===== src/rtl/inst_fetch_queue_pkg.sv =====
// Shared constants for the instruction fetch front end.
package inst_fetch_queue_pkg;

  localparam int unsigned InstW = 32;
  localparam logic [InstW-1:0] NopInst = 32'h0000_0013;  // addi x0, x0, 0
  localparam int unsigned PcStep = 4;

endpackage


===== src/rtl/inst_fetch_queue_if.sv =====
// ROM request/response bus, redirect and ID-side handshake of the fetch front end.
interface inst_fetch_queue_if #(
  parameter int unsigned XLEN = 32
) ();

  logic            rom_ce_o;
  logic [XLEN-1:0] rom_addr_o;
  logic [XLEN-1:0] rom_data_i;
  logic            redirect_i;
  logic [XLEN-1:0] redirect_pc_i;
  logic            inst_valid_o;
  logic [XLEN-1:0] inst_o;
  logic [XLEN-1:0] inst_addr_o;
  logic            inst_ready_i;

  modport master (
    output rom_ce_o, rom_addr_o, inst_valid_o, inst_o, inst_addr_o,
    input  rom_data_i, redirect_i, redirect_pc_i, inst_ready_i
  );

  modport slave (
    input  rom_ce_o, rom_addr_o, inst_valid_o, inst_o, inst_addr_o,
    output rom_data_i, redirect_i, redirect_pc_i, inst_ready_i
  );

endinterface


===== src/rtl/inst_fetch_queue_fifo.sv =====
// DEPTH-entry prefetch queue of {pc, inst} pairs with push/pop/flush.
module inst_fetch_queue_fifo
  import inst_fetch_queue_pkg::*;
#(
  parameter int unsigned XLEN  = 32,
  parameter int unsigned DEPTH = 4,
  localparam int unsigned PtrW = $clog2(DEPTH),
  localparam int unsigned CntW = PtrW + 1
) (
  input  logic            clk_i,
  input  logic            rst_i,
  input  logic            push_i,
  input  logic [XLEN-1:0] push_pc_i,
  input  logic [XLEN-1:0] push_inst_i,
  input  logic            pop_i,
  input  logic            flush_i,
  output logic [CntW-1:0] count_o,
  output logic            valid_o,
  output logic [XLEN-1:0] head_pc_o,
  output logic [XLEN-1:0] head_inst_o
);

  logic [PtrW-1:0]   rd_ptr_q, rd_ptr_d;
  logic [PtrW-1:0]   wr_ptr_q, wr_ptr_d;
  logic [CntW-1:0]   count_q, count_d;
  logic [2*XLEN-1:0] mem_q [DEPTH];
  logic [2*XLEN-1:0] head;
  logic              pop_ok;

  assign pop_ok = pop_i & (count_q != '0);

  always_comb begin
    rd_ptr_d = rd_ptr_q;
    wr_ptr_d = wr_ptr_q;
    count_d  = count_q;
    if (flush_i) begin
      rd_ptr_d = wr_ptr_q;
      count_d  = '0;
    end else begin
      // Pointers are PtrW wide, so they wrap at DEPTH (a power of two).
      if (push_i) wr_ptr_d = wr_ptr_q + 1'b1;
      if (pop_ok) rd_ptr_d = rd_ptr_q + 1'b1;
      case ({push_i, pop_ok})
        2'b10:   count_d = count_q + 1'b1;
        2'b01:   count_d = count_q - 1'b1;
        default: count_d = count_q;
      endcase
    end
  end

  always_ff @(posedge clk_i or negedge rst_i) begin
    if (!rst_i) begin
      rd_ptr_q <= '0;
      wr_ptr_q <= '0;
      count_q  <= '0;
    end else begin
      rd_ptr_q <= rd_ptr_d;
      wr_ptr_q <= wr_ptr_d;
      count_q  <= count_d;
    end
  end

  always_ff @(posedge clk_i) begin
    if (push_i && !flush_i) mem_q[wr_ptr_q] <= {push_pc_i, push_inst_i};
  end

  assign head        = mem_q[rd_ptr_q];
  assign count_o     = count_q;
  assign valid_o     = (count_q != '0);
  assign head_pc_o   = valid_o ? head[2*XLEN-1:XLEN] : '0;
  assign head_inst_o = valid_o ? head[XLEN-1:0] : XLEN'(NopInst);

endmodule


===== src/rtl/inst_fetch_queue.sv =====
// Fetch front end: PC generation, credit-based ROM issue, in-flight tag pipe and prefetch queue.
module inst_fetch_queue
  import inst_fetch_queue_pkg::*;
#(
  parameter int unsigned     XLEN     = 32,
  parameter int unsigned     DEPTH    = 4,
  parameter int unsigned     ROM_LAT  = 1,
  parameter logic [XLEN-1:0] RESET_PC = '0
) (
  input logic                 clk_i,
  input logic                 rst_i,
  inst_fetch_queue_if.master  fetch_if
);

  localparam int unsigned CntW = $clog2(DEPTH) + 1;

  logic [XLEN-1:0]    fetch_pc_q, fetch_pc_d;
  logic [ROM_LAT-1:0] inflight_vld_q, inflight_vld_d;
  logic [XLEN-1:0]    inflight_pc_q [ROM_LAT];
  logic [XLEN-1:0]    inflight_pc_d [ROM_LAT];
  int unsigned        inflight_cnt;
  logic [CntW-1:0]    fifo_count;
  logic               fifo_valid;
  logic               rom_ce;
  logic               push;
  logic               pop;

  always_comb begin
    inflight_cnt = 0;
    for (int unsigned i = 0; i < ROM_LAT; i++) begin
      inflight_cnt += 32'(inflight_vld_q[i]);
    end
  end

  // Credit uses registered occupancy only; a same-cycle pop is not counted.
  assign rom_ce = rst_i & ~fetch_if.redirect_i & ((32'(fifo_count) + inflight_cnt) < DEPTH);

  always_comb begin
    inflight_vld_d[0] = rom_ce;
    inflight_pc_d[0]  = fetch_pc_q;
    for (int unsigned i = 1; i < ROM_LAT; i++) begin
      inflight_vld_d[i] = inflight_vld_q[i-1];
      inflight_pc_d[i]  = inflight_pc_q[i-1];
    end
    if (fetch_if.redirect_i) inflight_vld_d = '0;
  end

  always_comb begin
    fetch_pc_d = fetch_pc_q;
    if (fetch_if.redirect_i) begin
      fetch_pc_d = fetch_if.redirect_pc_i;
    end else if (rom_ce) begin
      fetch_pc_d = fetch_pc_q + XLEN'(PcStep);
    end
  end

  always_ff @(posedge clk_i or negedge rst_i) begin
    if (!rst_i) begin
      fetch_pc_q     <= RESET_PC;
      inflight_vld_q <= '0;
      for (int unsigned i = 0; i < ROM_LAT; i++) inflight_pc_q[i] <= '0;
    end else begin
      fetch_pc_q     <= fetch_pc_d;
      inflight_vld_q <= inflight_vld_d;
      for (int unsigned i = 0; i < ROM_LAT; i++) inflight_pc_q[i] <= inflight_pc_d[i];
    end
  end

  // Responses to requests killed by a redirect are dropped here.
  assign push = inflight_vld_q[ROM_LAT-1] & ~fetch_if.redirect_i;
  assign pop  = fetch_if.inst_ready_i & fifo_valid;

  inst_fetch_queue_fifo #(
    .XLEN  (XLEN),
    .DEPTH (DEPTH)
  ) u_fifo (
    .clk_i       (clk_i),
    .rst_i       (rst_i),
    .push_i      (push),
    .push_pc_i   (inflight_pc_q[ROM_LAT-1]),
    .push_inst_i (fetch_if.rom_data_i),
    .pop_i       (pop),
    .flush_i     (fetch_if.redirect_i),
    .count_o     (fifo_count),
    .valid_o     (fifo_valid),
    .head_pc_o   (fetch_if.inst_addr_o),
    .head_inst_o (fetch_if.inst_o)
  );

  assign fetch_if.rom_ce_o     = rom_ce;
  assign fetch_if.rom_addr_o   = fetch_pc_q;
  assign fetch_if.inst_valid_o = fifo_valid;

endmodule

===== src/flat_wrapper.sv =====
// flat-port wrapper written by rule: the top's interface ports become plain ports
module inst_fetch_queue_flat import inst_fetch_queue_pkg::*;
#(
  parameter int unsigned     XLEN     = 32,
  parameter int unsigned     DEPTH    = 4,
  parameter int unsigned     ROM_LAT  = 1,
  parameter logic [XLEN-1:0] RESET_PC = '0
)
  (clk_i, rst_i, fetch_if_rom_ce_o, fetch_if_rom_addr_o, fetch_if_inst_valid_o, fetch_if_inst_o, fetch_if_inst_addr_o, fetch_if_rom_data_i, fetch_if_redirect_i, fetch_if_redirect_pc_i, fetch_if_inst_ready_i);
  inst_fetch_queue_if #(.XLEN(XLEN)) fetch_if_i ();
  input logic clk_i;
  input logic rst_i;
  output wire logic [$bits(fetch_if_i.rom_ce_o)-1:0] fetch_if_rom_ce_o;
  output wire logic [$bits(fetch_if_i.rom_addr_o)-1:0] fetch_if_rom_addr_o;
  output wire logic [$bits(fetch_if_i.inst_valid_o)-1:0] fetch_if_inst_valid_o;
  output wire logic [$bits(fetch_if_i.inst_o)-1:0] fetch_if_inst_o;
  output wire logic [$bits(fetch_if_i.inst_addr_o)-1:0] fetch_if_inst_addr_o;
  input wire logic [$bits(fetch_if_i.rom_data_i)-1:0] fetch_if_rom_data_i;
  input wire logic [$bits(fetch_if_i.redirect_i)-1:0] fetch_if_redirect_i;
  input wire logic [$bits(fetch_if_i.redirect_pc_i)-1:0] fetch_if_redirect_pc_i;
  input wire logic [$bits(fetch_if_i.inst_ready_i)-1:0] fetch_if_inst_ready_i;
  assign fetch_if_rom_ce_o = fetch_if_i.rom_ce_o;
  assign fetch_if_rom_addr_o = fetch_if_i.rom_addr_o;
  assign fetch_if_inst_valid_o = fetch_if_i.inst_valid_o;
  assign fetch_if_inst_o = fetch_if_i.inst_o;
  assign fetch_if_inst_addr_o = fetch_if_i.inst_addr_o;
  assign fetch_if_i.rom_data_i = fetch_if_rom_data_i;
  assign fetch_if_i.redirect_i = fetch_if_redirect_i;
  assign fetch_if_i.redirect_pc_i = fetch_if_redirect_pc_i;
  assign fetch_if_i.inst_ready_i = fetch_if_inst_ready_i;
  inst_fetch_queue #(.XLEN(XLEN), .DEPTH(DEPTH), .ROM_LAT(ROM_LAT), .RESET_PC(RESET_PC)) u_core (.clk_i(clk_i), .rst_i(rst_i), .fetch_if(fetch_if_i));
endmodule

===== config.mk =====
export PLATFORM = sky130hd
export DESIGN_NAME = inst_fetch_queue_flat
export DESIGN_NICKNAME = d
export VERILOG_FILES = /design/src/rtl/inst_fetch_queue_pkg.sv /design/src/rtl/inst_fetch_queue_if.sv /design/src/rtl/inst_fetch_queue_fifo.sv /design/src/rtl/inst_fetch_queue.sv /design/src/flat_wrapper.sv
export SDC_FILE = /design/constraint.sdc
export NUM_CORES = 1
export LEC_CHECK = 0
export CAP_MARGIN = 10
export CORE_UTILIZATION = 50
export DETAILED_ROUTE_END_ITERATION = 10
export PLACE_DENSITY = 0.81
export SYNTH_ARGS = -nofsm -noshare
export SYNTH_HDL_FRONTEND = slang
export SYNTH_SLANG_ARGS = --single-unit

===== constraint.sdc =====
create_clock -name clk_i -period 3 [get_ports clk_i]
set_input_delay 0.6 -clock clk_i [delete_from_list [all_inputs] [get_ports clk_i]]
set_output_delay 0.6 -clock clk_i [all_outputs]
set_load 0.05 [all_outputs]

==> flow_summary.yaml <==
worst_setup_path:
  reg2reg_to: "u_core.u_fifo.count_o[2]"
  end_kind: "primary output"
  setup.worst_path.class: "flip-flop to primary output"
  critPathMaxFanout: 15
  rrSetupSlack_ns: 0.57
  start_kind: "flip-flop"
  r2r_cells: 8
  cp_data_required_time_ns: 2.40
  cp.arrival_ns: 2.25
  setup.worst_path.start: "u_core.u_fifo.rd_ptr_q[0]"
  reg2reg_from: "u_core.u_fifo.count_o[1]"
routing:
  drtPass1Iterations: 5
  wl_per_cell_um: 21.6
  routed_via_density: 5.73
  ant_nets: 0
  drc_errors: 0
  wl_mm: 27.0
  vias: 7180
  first_iter_violations: 563
clock_tree:
  cts_max_path_buffers: 3
  hold_buffers: 0
  ctsRootBufferMaster: "clkbuf_16"
  path_clk_slew_ns: 0.07
  htree_levels: 2
  cts_tree: "done"
  numClockSinks: 328
  cts_buffers: 34
  clk_latency_ns: 0.51
global_routing:
  grt_overflow: 0
  grt_pass1_vias: 7438
  track_usage_pct: 21.4
  grt_pass1_wl_mm: 42.4
  antenna_found_initial: 1
  grt_max_degree: 73
sta:
  setup_viol: 0
  fmax_mhz: 351
  hold_viol: 0
  maxSlewViolCount: 0
  finalCriticalPeriod_ns: 2.85
  setup_tns_ns: 0
  finalClockSkew_ns: 0.0230
  rsz0062_at_grt: "no"
  post-route-period-util_pct: 94.9
  tightestPinTransition_ns: 0.940
  worst_hold_slack_ns: 0.377
  relSlewSlack_pct: 37.3
floorplan:
  initial_core_util_pct: 50.9
  coreArea_sq_um: 25100
  die_x_um: 162
  io_pins: 166
  rows: 58
  die_area_sq_um: 26200
  die_height_um: 162
yosys:
  synth_async_sr_flop_share_pct: 22.0
  synth_top_area_share_pct: 60.1
  synth_edf_count: 256
  synth_area_leaders: "edfxtp_1 (60%), dfrtp_1 (14%), mux4_2 (11%)"
  synth_fp_nets: 776
  synthDistinctLibCells: 45
  ys_seq_area_share_pct: 74.2
  syn_avg_cell_area_sq_um: 18.2
  netlist_instances: 702
  yosysMostFrequentCell: "edfxtp_1"
  synth_top_area_cell: "edfxtp_1"
  yosysWarnings: 0
  syn-cell-area_sq_um: 12800
  ys.flop_type: "edfxtp_1"
  yosys-top-cells-count: "edfxtp_1 (256), dfrtp_1 (72), and2_1 (65)"
  ys_ff_latch: 328
place:
  gp_congestion: 0.814
  dp.cells: 1185
  portBuffers: 165
  place_hpwl_mm: 16.9
layout:
  finalNetCount: 970
  final_util_pct: 63.8
  stdcell_count: 1252
  drive_gt1_share_pct: 24.6
  area_growth_pct: 25.2
pwr:
  p_leak_nw: 5.68
  pwr_density_cell_nw_per_um2: 986
  vdd_ir_drop_max_uv: 644
  total_power_mw: 15.8
outcome:
  status: "finished, final reports clean"
run:
  maxCapViolCount: 0
min_path:
  min_path_type: "primary input to async pin"
-- repair_timing --
item                                    in CTS  in global routing
endpoints found under the hold margin        0                  0
endpoints found under the setup margin      64                  0
buffers inserted                             5                  0
gates resized for setup                      3                  0
-- cells in the final DEF (no fill, tap or decap), types with 7 or more instances in the layout --
cell type        count
edfxtp_1           256
buf_4               83
nand2_1             46
buf_12              13
o311ai_0            12
o211ai_1            13
nor2_1              14
clkbuf_1            10
inv_1                8
mux4_2              64
o21ai_0             19
and2_1              61
nand4_1             14
clkbuf_16           37
nand3_1             10
clkdlybuf4s50_1     97
clkinv_2             7
dfrtp_1             70
-- power breakdown --
group,internal (mW),total [mW],switching (mW)
sequential,5.32,5.69,0.368
clock,2.36,3.98,1.62
combinational,2.28,6.12,3.83
-- flip-flops by register name (all words and copies together) (netlist names) --
name and count:
u_core.inflight_pc_q 32, u_core.u_fifo.wr_ptr_q 2, u_core.fetch_if.rom_addr_o 32, u_core.u_fifo.count_o 3
u_core.inflight_vld_q 1, u_core.u_fifo.rd_ptr_q 2, u_core.u_fifo.mem_q 256
-- routing by layer --
| layer | track usage, % | vias to the layer above | routed length (um) |
|---|---|---|---|
| met5 | 0 | - | 13 |
| met4 | 5.57 | 2 | 472 |
| met3 | 5.11 | 41 | 2110 |
| met2 | 34.6 | 308 | 13100 |
| met1 | 29.5 | 3659 | 11300 |
| li1 | - | 3170 | - |
-- how the worst max path moves through the flow --
stage          slack, ns                   endpoint
2_1_floorplan       0.64  u_core.u_fifo.mem_q[0][0]
3_3_place_gp        0.13   u_core.u_fifo.count_o[2]
3_5_place_dp       -0.03   u_core.u_fifo.count_o[2]
4_1_cts             0.11   fetch_if_inst_addr_o[21]
5_1_grt             0.03         fetch_if_inst_o[2]
6_report            0.15   fetch_if_inst_addr_o[21]
-- layout make-up --
cell class	instances	area, sq um
Sequential cell	328	9500
Fill cell	1769	9100
Multi-Input combinational cell	329	3130
Timing Repair Buffer	194	1860
Clock buffer	48	977
Tap cell	330	413
Clock inverter	13	88.8
Inverter	9	36.3
Antenna cell	1	2.50
-- per-stage QoR --
stage               setup slack (ns)  area [sq um]
floorplan                      0.638         12800
global placement               0.135         14900
detailed placement           -0.0313         14900
CTS                            0.109         16000
global route                  0.0275         16000
finish                         0.153         16000
-- worst max-delay path, cell delays in order, from the launching register on --
cell     delay, ns
dfrtp_4       0.49
buf_4         0.15
buf_12        0.17
mux4_2        0.57
and2_1        0.19
buf_4         0.18
-- cells by family after synthesis --
kind of cell / after synthesis / share of synthesized area, %
compound gates: 66 / 3.68
xor+xnor: 7 / 0.480
mux: 68 / 11.6
buf+inv: 45 / 1.40
flops: 328 / 74.2
simple gates: 182 / 7.94
fa+ha+maj: 6 / 0.646
(Power assumes the default switching activity.)
